**src/rtl/sram_port_arbiter.sv**
```systemverilog
// Three-master arbiter in front of a single-ported SRAM: m0 (VGA read) has fixed top priority,
// m1/m2 share round-robin. One command is outstanding at a time, with a timeout on the memory ack.
module sram_port_arbiter #(
  parameter int AW  = 19,
  parameter int DW  = 32,
  parameter int TMO = 255
) (
  input  logic          clk_i,
  input  logic          rst_N_i,
  input  logic          m0_req_i,
  input  logic [AW-1:0] m0_addr_i,
  output logic          m0_ack_o,
  input  logic          m1_req_i,
  input  logic          m1_we_i,
  input  logic [AW-1:0] m1_addr_i,
  input  logic [DW-1:0] m1_wdata_i,
  input  logic [3:0]    m1_be_i,
  output logic          m1_ack_o,
  output logic          m1_err_o,
  input  logic          m2_req_i,
  input  logic          m2_we_i,
  input  logic [AW-1:0] m2_addr_i,
  input  logic [DW-1:0] m2_wdata_i,
  input  logic [3:0]    m2_be_i,
  output logic          m2_ack_o,
  output logic          m2_err_o,
  output logic [DW-1:0] rdata_o,
  output logic          mem_req_o,
  output logic          mem_we_o,
  output logic [AW-1:0] mem_addr_o,
  output logic [DW-1:0] mem_wdata_o,
  output logic [3:0]    mem_be_o,
  input  logic          mem_ack_i,
  input  logic [DW-1:0] mem_rdata_i
);

  // state | meaning
  // IDLE  | sample requests, latch the winner's command
  // ISSUE | mem_req_o high for one cycle; an early ack is held until WAIT
  // WAIT  | count cycles from 1 until memory ack or TMO

  typedef enum logic [1:0] {
    S_IDLE  = 2'd0,
    S_ISSUE = 2'd1,
    S_WAIT  = 2'd2
  } state_t;

  localparam logic [7:0] TMO_C = 8'(TMO);

  state_t        r_state;
  logic [1:0]    r_gnt;
  logic          r_last_m2;
  logic [7:0]    r_cnt;
  logic          r_ack_pend;
  logic [DW-1:0] r_pend_rdata;
  logic          r_mem_req;
  logic          r_mem_we;
  logic [AW-1:0] r_mem_addr;
  logic [DW-1:0] r_mem_wdata;
  logic [3:0]    r_mem_be;

  logic          w_any_req;
  logic [1:0]    w_win;
  logic          w_in_wait;
  logic          w_ack_hit;
  logic          w_tmo;
  logic          w_done;

  always_comb begin
    w_any_req = m0_req_i | m1_req_i | m2_req_i;
    if (m0_req_i)
      w_win = 2'd0;
    else if (m1_req_i && (!m2_req_i || r_last_m2))
      w_win = 2'd1;
    else
      w_win = 2'd2;
  end

  // An ack taken during ISSUE is replayed in the first WAIT cycle, so r_ack_pend counts as a hit.
  assign w_in_wait = (r_state == S_WAIT);
  assign w_ack_hit = w_in_wait && (r_ack_pend || mem_ack_i);
  assign w_tmo     = w_in_wait && !w_ack_hit && (r_cnt == TMO_C);
  assign w_done    = w_ack_hit || w_tmo;

  always_ff @(posedge clk_i or negedge rst_N_i) begin
    if (!rst_N_i) begin
      r_state      <= S_IDLE;
      r_gnt        <= 2'd0;
      r_last_m2    <= 1'b1;
      r_cnt        <= 8'd0;
      r_ack_pend   <= 1'b0;
      r_pend_rdata <= '0;
      r_mem_req    <= 1'b0;
      r_mem_we     <= 1'b0;
      r_mem_addr   <= '0;
      r_mem_wdata  <= '0;
      r_mem_be     <= 4'h0;
    end else begin
      r_mem_req <= 1'b0;
      case (r_state)
        S_IDLE: begin
          if (w_any_req) begin
            r_state    <= S_ISSUE;
            r_gnt      <= w_win;
            r_mem_req  <= 1'b1;
            r_cnt      <= 8'd0;
            r_ack_pend <= 1'b0;
            case (w_win)
              2'd0: begin
                r_mem_we    <= 1'b0;
                r_mem_addr  <= m0_addr_i;
                r_mem_wdata <= '0;
                r_mem_be    <= 4'hF;
              end
              2'd1: begin
                r_mem_we    <= m1_we_i;
                r_mem_addr  <= m1_addr_i;
                r_mem_wdata <= m1_wdata_i;
                r_mem_be    <= m1_be_i;
                r_last_m2   <= 1'b0;
              end
              default: begin
                r_mem_we    <= m2_we_i;
                r_mem_addr  <= m2_addr_i;
                r_mem_wdata <= m2_wdata_i;
                r_mem_be    <= m2_be_i;
                r_last_m2   <= 1'b1;
              end
            endcase
          end
        end
        S_ISSUE: begin
          r_state <= S_WAIT;
          r_cnt   <= 8'd1;
          if (mem_ack_i) begin
            r_ack_pend   <= 1'b1;
            r_pend_rdata <= mem_rdata_i;
          end
        end
        S_WAIT: begin
          if (w_done) begin
            r_state    <= S_IDLE;
            r_ack_pend <= 1'b0;
          end else begin
            r_cnt <= r_cnt + 8'd1;
          end
        end
        default: r_state <= S_IDLE;
      endcase
    end
  end

  assign m0_ack_o = w_done && (r_gnt == 2'd0);
  assign m1_ack_o = w_done && (r_gnt == 2'd1);
  assign m2_ack_o = w_done && (r_gnt == 2'd2);
  assign m1_err_o = w_tmo && (r_gnt == 2'd1);
  assign m2_err_o = w_tmo && (r_gnt == 2'd2);
  assign rdata_o  = !w_ack_hit ? '0 : (r_ack_pend ? r_pend_rdata : mem_rdata_i);

  assign mem_req_o   = r_mem_req;
  assign mem_we_o    = r_mem_we;
  assign mem_addr_o  = r_mem_addr;
  assign mem_wdata_o = r_mem_wdata;
  assign mem_be_o    = r_mem_be;

endmodule
```
**config.mk**
```make
export PLATFORM = sky130hd
export DESIGN_NAME = sram_port_arbiter
export DESIGN_NICKNAME = d
export VERILOG_FILES = /design/src/rtl/sram_port_arbiter.sv
export SDC_FILE = /design/constraint.sdc
export NUM_CORES = 1
export LEC_CHECK = 0
export ABC_AREA = 1
export ABC_CLOCK_PERIOD_IN_PS = 1600
export CAP_MARGIN = 30
export CORE_ASPECT_RATIO = 1.1
export CORE_MARGIN = 10
export CORE_UTILIZATION = 58
export CTS_BUF_LIST = sky130_fd_sc_hd__clkbuf_16
export CTS_CLUSTER_DIAMETER = 150
export DETAILED_ROUTE_END_ITERATION = 8
export DONT_BUFFER_PORTS = 1
export PLACE_DENSITY = 0.83
export SYNTH_ARGS = -nofsm -noshare
export SYNTH_HDL_FRONTEND = slang
export SYNTH_SLANG_ARGS = --single-unit
```
**constraint.sdc**
```tcl
create_clock -name clk_i -period 1.6 [get_ports clk_i]
set_input_delay 0.48 -clock clk_i [delete_from_list [all_inputs] [get_ports clk_i]]
set_output_delay 0.48 -clock clk_i [all_outputs]
set_load 0.005 [all_outputs]
```
After elaboration in Yosys (flattened, before gate mapping)
Cells that the tools add are included.
- register bits after elaboration: 103
- input bits: 169
- output and inout port bits: 94
- word-level logic and storage cells: 70
- add/sub/neg operators: 1
- eq/ne operators: 10
- mux-type cells: 21
- bitwise logic cells: 3
- reductions and logical operators: 24
- operator list (cell ; number):
    32-bit two-way mux ; 2
    32-bit case mux with 2 select lines ; 1
    19-bit case mux with 2 select lines ; 1
    8-bit case mux with 3 select lines ; 1
    8-bit two-way mux ; 2
    1-bit logical AND ; 9
    8-bit by 1-bit adder with 8-bit output (second input constant) ; 1
    8-bit == test (second input constant) ; 1
    2-bit two-way mux ; 4
    4-bit case mux with 2 select lines ; 1
    2-bit by 1-bit == test with 1-bit output (second input constant) ; 3
    2-bit zero test ; 3
    2-bit != test (second input constant) ; 3
    2-bit case mux with 3 select lines ; 1
    2-bit AND reduction ; 3
    3-bit AND reduction ; 2
    1-bit two-way mux ; 5
    2-bit == test (second input constant) ; 2
    1-bit case mux with 2 select lines ; 2
    4-bit AND reduction ; 1
    1-bit logical OR ; 3
    1-bit case mux with 3 select lines ; 1
    3-bit nonzero test ; 1
    1-bit zero test ; 2
    other kinds (3) ; 4

Depth between registers and ports, before layout
- word-level depth: 8
- mapped depth: 9
- mapped depth without buffers: 9

Worst setup path after synthesis
Ideal clock, no wire load.
- kind: reg2out
- from: register r_state[0]
- to: output port m0_ack_o
- data arrival time: 1.188 ns
- data required time: 1.120 ns
- path slack: -0.068 ns
- stages on the path, launching flop included: 9
- buffers on the path: 0
- cells stage by stage: dfrtp_1 > inv_1 > ha_1 > nand3_1 > nor2_1 > nand2_1 > nand2_1 > nand2_1 > nor2_1
- cells in the longest elaborated chain, start to end: 7
- RTL lines (element ; RTL line ; source):
    start: declaration ; 50 ; state_t r_state;
    start signal: assignment ; 87 ; r_state <= S_IDLE;
    start signal: assignment ; 103 ; r_state <= S_ISSUE;
    start signal: assignment ; 133 ; r_state <= S_WAIT;
    2-bit == test (*) ; 80 ; assign w_in_wait = (r_state == S_WAIT);
    1-bit logical AND ; 81 ; assign w_ack_hit = w_in_wait && (r_ack_pend || mem_ack_i);
    1-bit zero test ; n/a ;
    1-bit logical AND (2 in series) ; 82 ; assign w_tmo = w_in_wait && !w_ack_hit && (r_cnt == TMO_C);
    1-bit logical OR (*) ; 83 ; assign w_done = w_ack_hit || w_tmo;
    1-bit logical AND (*) ; 153 ; assign m0_ack_o = w_done && (r_gnt == 2'd0);
    end: declaration ; 12 ; output logic m0_ack_o,
Mark *: on every way between the ends. The rest lies on a longest branch, timed or not.

Worst setup path after layout
- from: register r_state[1]
- to: register r_mem_wdata[31], in the netlist mem_wdata_o[31]
- cells in the longest elaborated chain, start to end: 2
- RTL lines (element ; RTL line ; source):
    2-bit zero test ; 100 ; case (r_state)
    2-bit AND reduction (no line) ; n/a ;
    end signal: assignment ; 118 ; r_mem_wdata <= m1_wdata_i;
    end signal: assignment ; 125 ; r_mem_wdata <= m2_wdata_i;
    end: declaration ; 59 ; logic [DW-1:0] r_mem_wdata;
No other way between the ends.
A chain may end at the register's enable or synchronous reset.

==> flow_summary_export.csv <==
group,metric,value,unit
floorplanning,row_count,37,
clocking,insertion_delay,0.34,ns
worst_setup_path,ff2ff_path_depth,13,
sta,finalSetupViolCount,104,
run_status,violations,"hold timing, setup timing",
power,leakage,3.47,nW
worst_setup_path,regToRegSetupSlack,-0.38,ns
power,switching_power,4.49,mW
job,drv_cap,0,
min_path,hold_class,"in2async",
worst_setup_path,worst_setup_path_end_kind,"flop",
clocking,cts_max_path_buffers,2,
place,routabilityCongestion,0.845,
route,routed.top_layer,"met4",
place,detailed_place.area,5690,um^2
sta,setup_slack,-0.384,ns
logic_synthesis,async_reset_ff_frac,1.00,
worst_setup_path,cp.required,1.87,ns
final_layout,num_antenna_cells,0,
final_layout,drive_above_1_share,0.179,
worst_setup_path,path_class,"reg2reg",
grt,grt_pass1_vias,5066,
sta,max_freq,504,MHz
grt,grt_pass1_wl,26000,um
power,p_seq_frac,0.398,
power,clockPowerShare,0.176,
power,vdd_drop_max,0.000916,V
grt,grt-ovfl-total,0,
logic_synthesis,synth_cells,758,
worst_setup_path,slowest_stage,"dfrtp_1",
route,drtIter0Drc,519,
sta,hold_viol,102,
route,vias,5252,
place,port_buffers,0,
logic_synthesis,synthFlopType,"dfrtp_1",
logic_synthesis,syn_nets,933,
clocking,clk_pin_slew,0.08,ns
floorplanning,dieArea,13700,um^2
logic_synthesis,netlist_area,5440,um^2
floorplanning,io_pins,263,
power,internal-power,6.99,mW
final_layout,finalInstanceArea,6760,um^2
final_layout,layout_common_cells,"nand2_1 (283), dfrtp_1 (102), o21ai_0 (83), inv_1 (62), nor2_1 (49)",
route,drc,0,
worst_setup_path,cp-endpoint,"mem_wdata_o[31]",
clocking,root_buffer,"clkbuf_16",
sta,fin_worst_skew,0.0110,ns
route,route.met2.wl,9240,um
floorplanning,fp.dieW,112,um
grt,grt_antenna_before_repair,0,
final_layout,area_growth,24.2,%
clocking,cts_inserted_buffers,9,
worst_setup_path,crit_start,"r_state[1]",
floorplanning,core_area,9260,um^2
sta,slew_headroom,0.752,
floorplanning,die_h,122,um
logic_synthesis,yosysWarnings,0,
final_layout,final_common_cell,"nand2_1",
route,firstDrtPassIters,5,
sta,period_share,1.24,
sta,rsz0062_at_grt,"true",
logic_synthesis,synth_area_per_cell,7.18,um^2
route,wl_met1,6190,um
route,ant_nets,0,
clocking,cts_sinks,103,
grt,grt_max_degree,104,
worst_setup_path,r2r-start,"r_state[1]",
run_status,status,"finished with violations",
final_layout,nNetsFinal,970,
route,vias_per_cell,5.73,
route,wl_met3,1890,um
worst_setup_path,crit_path_max_fanout,8,
route,wirelength,17600,um
sta,period_minus_slack,1.98,ns
place,hpwl,11900,um
logic_synthesis,ys_seq_area_frac,0.474,
sta,drv_slew,0,
logic_synthesis,ys_seq_elements,103,
clocking,cts_tree,"yes",
logic_synthesis,synth-edff-count,0,
sta,fin_hold_ws,-0.165,ns
clocking,h-tree-depth,3,
worst_setup_path,crit_chain,"buf_4 > buf_4 > inv_4 > ha_4 > inv_2 > a21oi_4 > inv_4 > nor2_4 > buf_6 > buf_12 > buf_16 > nand2_1 > nand3_1",
power,switching_share,0.391,
route,post_drt_wl_per_cell,19.2,um
power,powerDensity,1700,nW/um^2
logic_synthesis,yosysUniqueCellTypes,24,
grt,grt_usage,0.231,
floorplanning,initial_core_util,0.588,
power,power_frac_comb,0.426,
worst_setup_path,cp.arrival,2.26,ns
sta,worst_pin_slew,0.372,ns
worst_setup_path,crit_path_start_kind,"flop",
worst_setup_path,slowest_delay,0.41,ns
worst_setup_path,reg2reg_to,"mem_wdata_o[31]",
## cell usage after synthesis, types with 2 or more instances
master      n  area (um^2)
nor2_2      2         12.5
buf_2      11         55.1
nor2_4      2         22.5
nor2_1     54          203
a21oi_1     4         20.0
o211ai_1   18          135
inv_1      85          319
clkbuf_1   19         71.3
o21ai_0    91          455
ha_1        6         75.1
nor3_1      3         15.0
o21bai_1    4         30.0
nand3_1    45          225
buf_4       8         60.1
dfrtp_1   102         2550
nand2_1   296         1110
## worst max-delay path: cells and delay by family, from the launching register on
kind | cells | cell delay, ns
flops | 1 | 0.41
simple gates | 3 | 0.32
compound gates | 1 | 0.20
fa+ha+maj | 1 | 0.14
buf+inv | 8 | 0.86
## registers in the layout, indices dropped and copies added, names as in the netlist
register	flops
r_gnt	2
mem_wdata_o	32
r_ack_pend	1
mem_req_o	1
r_pend_rdata	32
mem_we_o	1
r_last_m2	1
mem_be_o	4
r_state	2
r_cnt	8
mem_addr_o	19
## how the worst min path moves through the flow
| stage | start | endpoint | depth (start not counted) |
|---|---|---|---|
| detailed placement | rst_N_i | r_pend_rdata[10] | 0 |
| CTS | rst_N_i | r_pend_rdata[10] | 0 |
| global placement | rst_N_i | r_pend_rdata[10] | 0 |
| global route | rst_N_i | r_pend_rdata[21] | 0 |
| finish | rst_N_i | mem_wdata_o[26] | 0 |
| floorplan | rst_N_i | mem_addr_o[0] | 0 |
## layout make-up
class                   count  area (um^2)
inverters                  86          330
well taps                 117          146
clock buffers               9          225
clock inverters             7         48.8
flip-flops and latches    103         2580
multi-input cells         531         2520
repair buffers             64          905
fillers                   674         2500
## repair_timing
action,in CTS,in global routing
resized for setup,51,53
cloned,6,9
pin swaps,8,7
endpoints found under the hold margin,103,103
endpoints found under the setup margin,88,139
setup buffers,14,5
## through the flow
step                      setup slack, ns  std cells  power, mW  setup TNS (ns)  utilization
after detailed placement           -0.139        868       7.98           -3.59        0.614
after floorplan                   -0.0450        758       6.87           -1.34            -
after global placement             -0.109        868       7.74          -0.961        0.614
final                              -0.384        917       11.5          -29.93        0.730
after global routing               -0.461        917       12.3          -38.13        0.730
after CTS                          -0.410        904       10.6          -30.13        0.686
## cell families after synthesis
group                      synth area share
buffers and inverters                0.0936
adders and majority gates            0.0138
DFF                                   0.474
and+or+nand+nor                       0.294
AOI/OAI and AO/OA                     0.124
## power groups by stage
| stage | sequential [mW] | combinational, mW | clock (mW) |
|---|---|---|---|
| 5_1_grt | 4.69 | 5.43 | 2.17 |
| 4_1_cts | 4.57 | 3.95 | 2.06 |
| 2_1_floorplan | 4.28 | 2.60 | 0 |
| 6_report | 4.57 | 4.89 | 2.02 |
| 3_5_place_dp | 4.58 | 3.40 | 0 |
| 3_3_place_gp | 4.54 | 3.20 | 0 |
## per-layer routing
| metal | vias up | track usage |
|---|---|---|
| met5 | - | 0 |
| met4 | 0 | 0.0714 |
| met3 | 33 | 0.0865 |
| met2 | 313 | 0.405 |
| met1 | 2460 | 0.255 |
| li1 | 2446 | - |
Power figures use the tool's default switching activity.
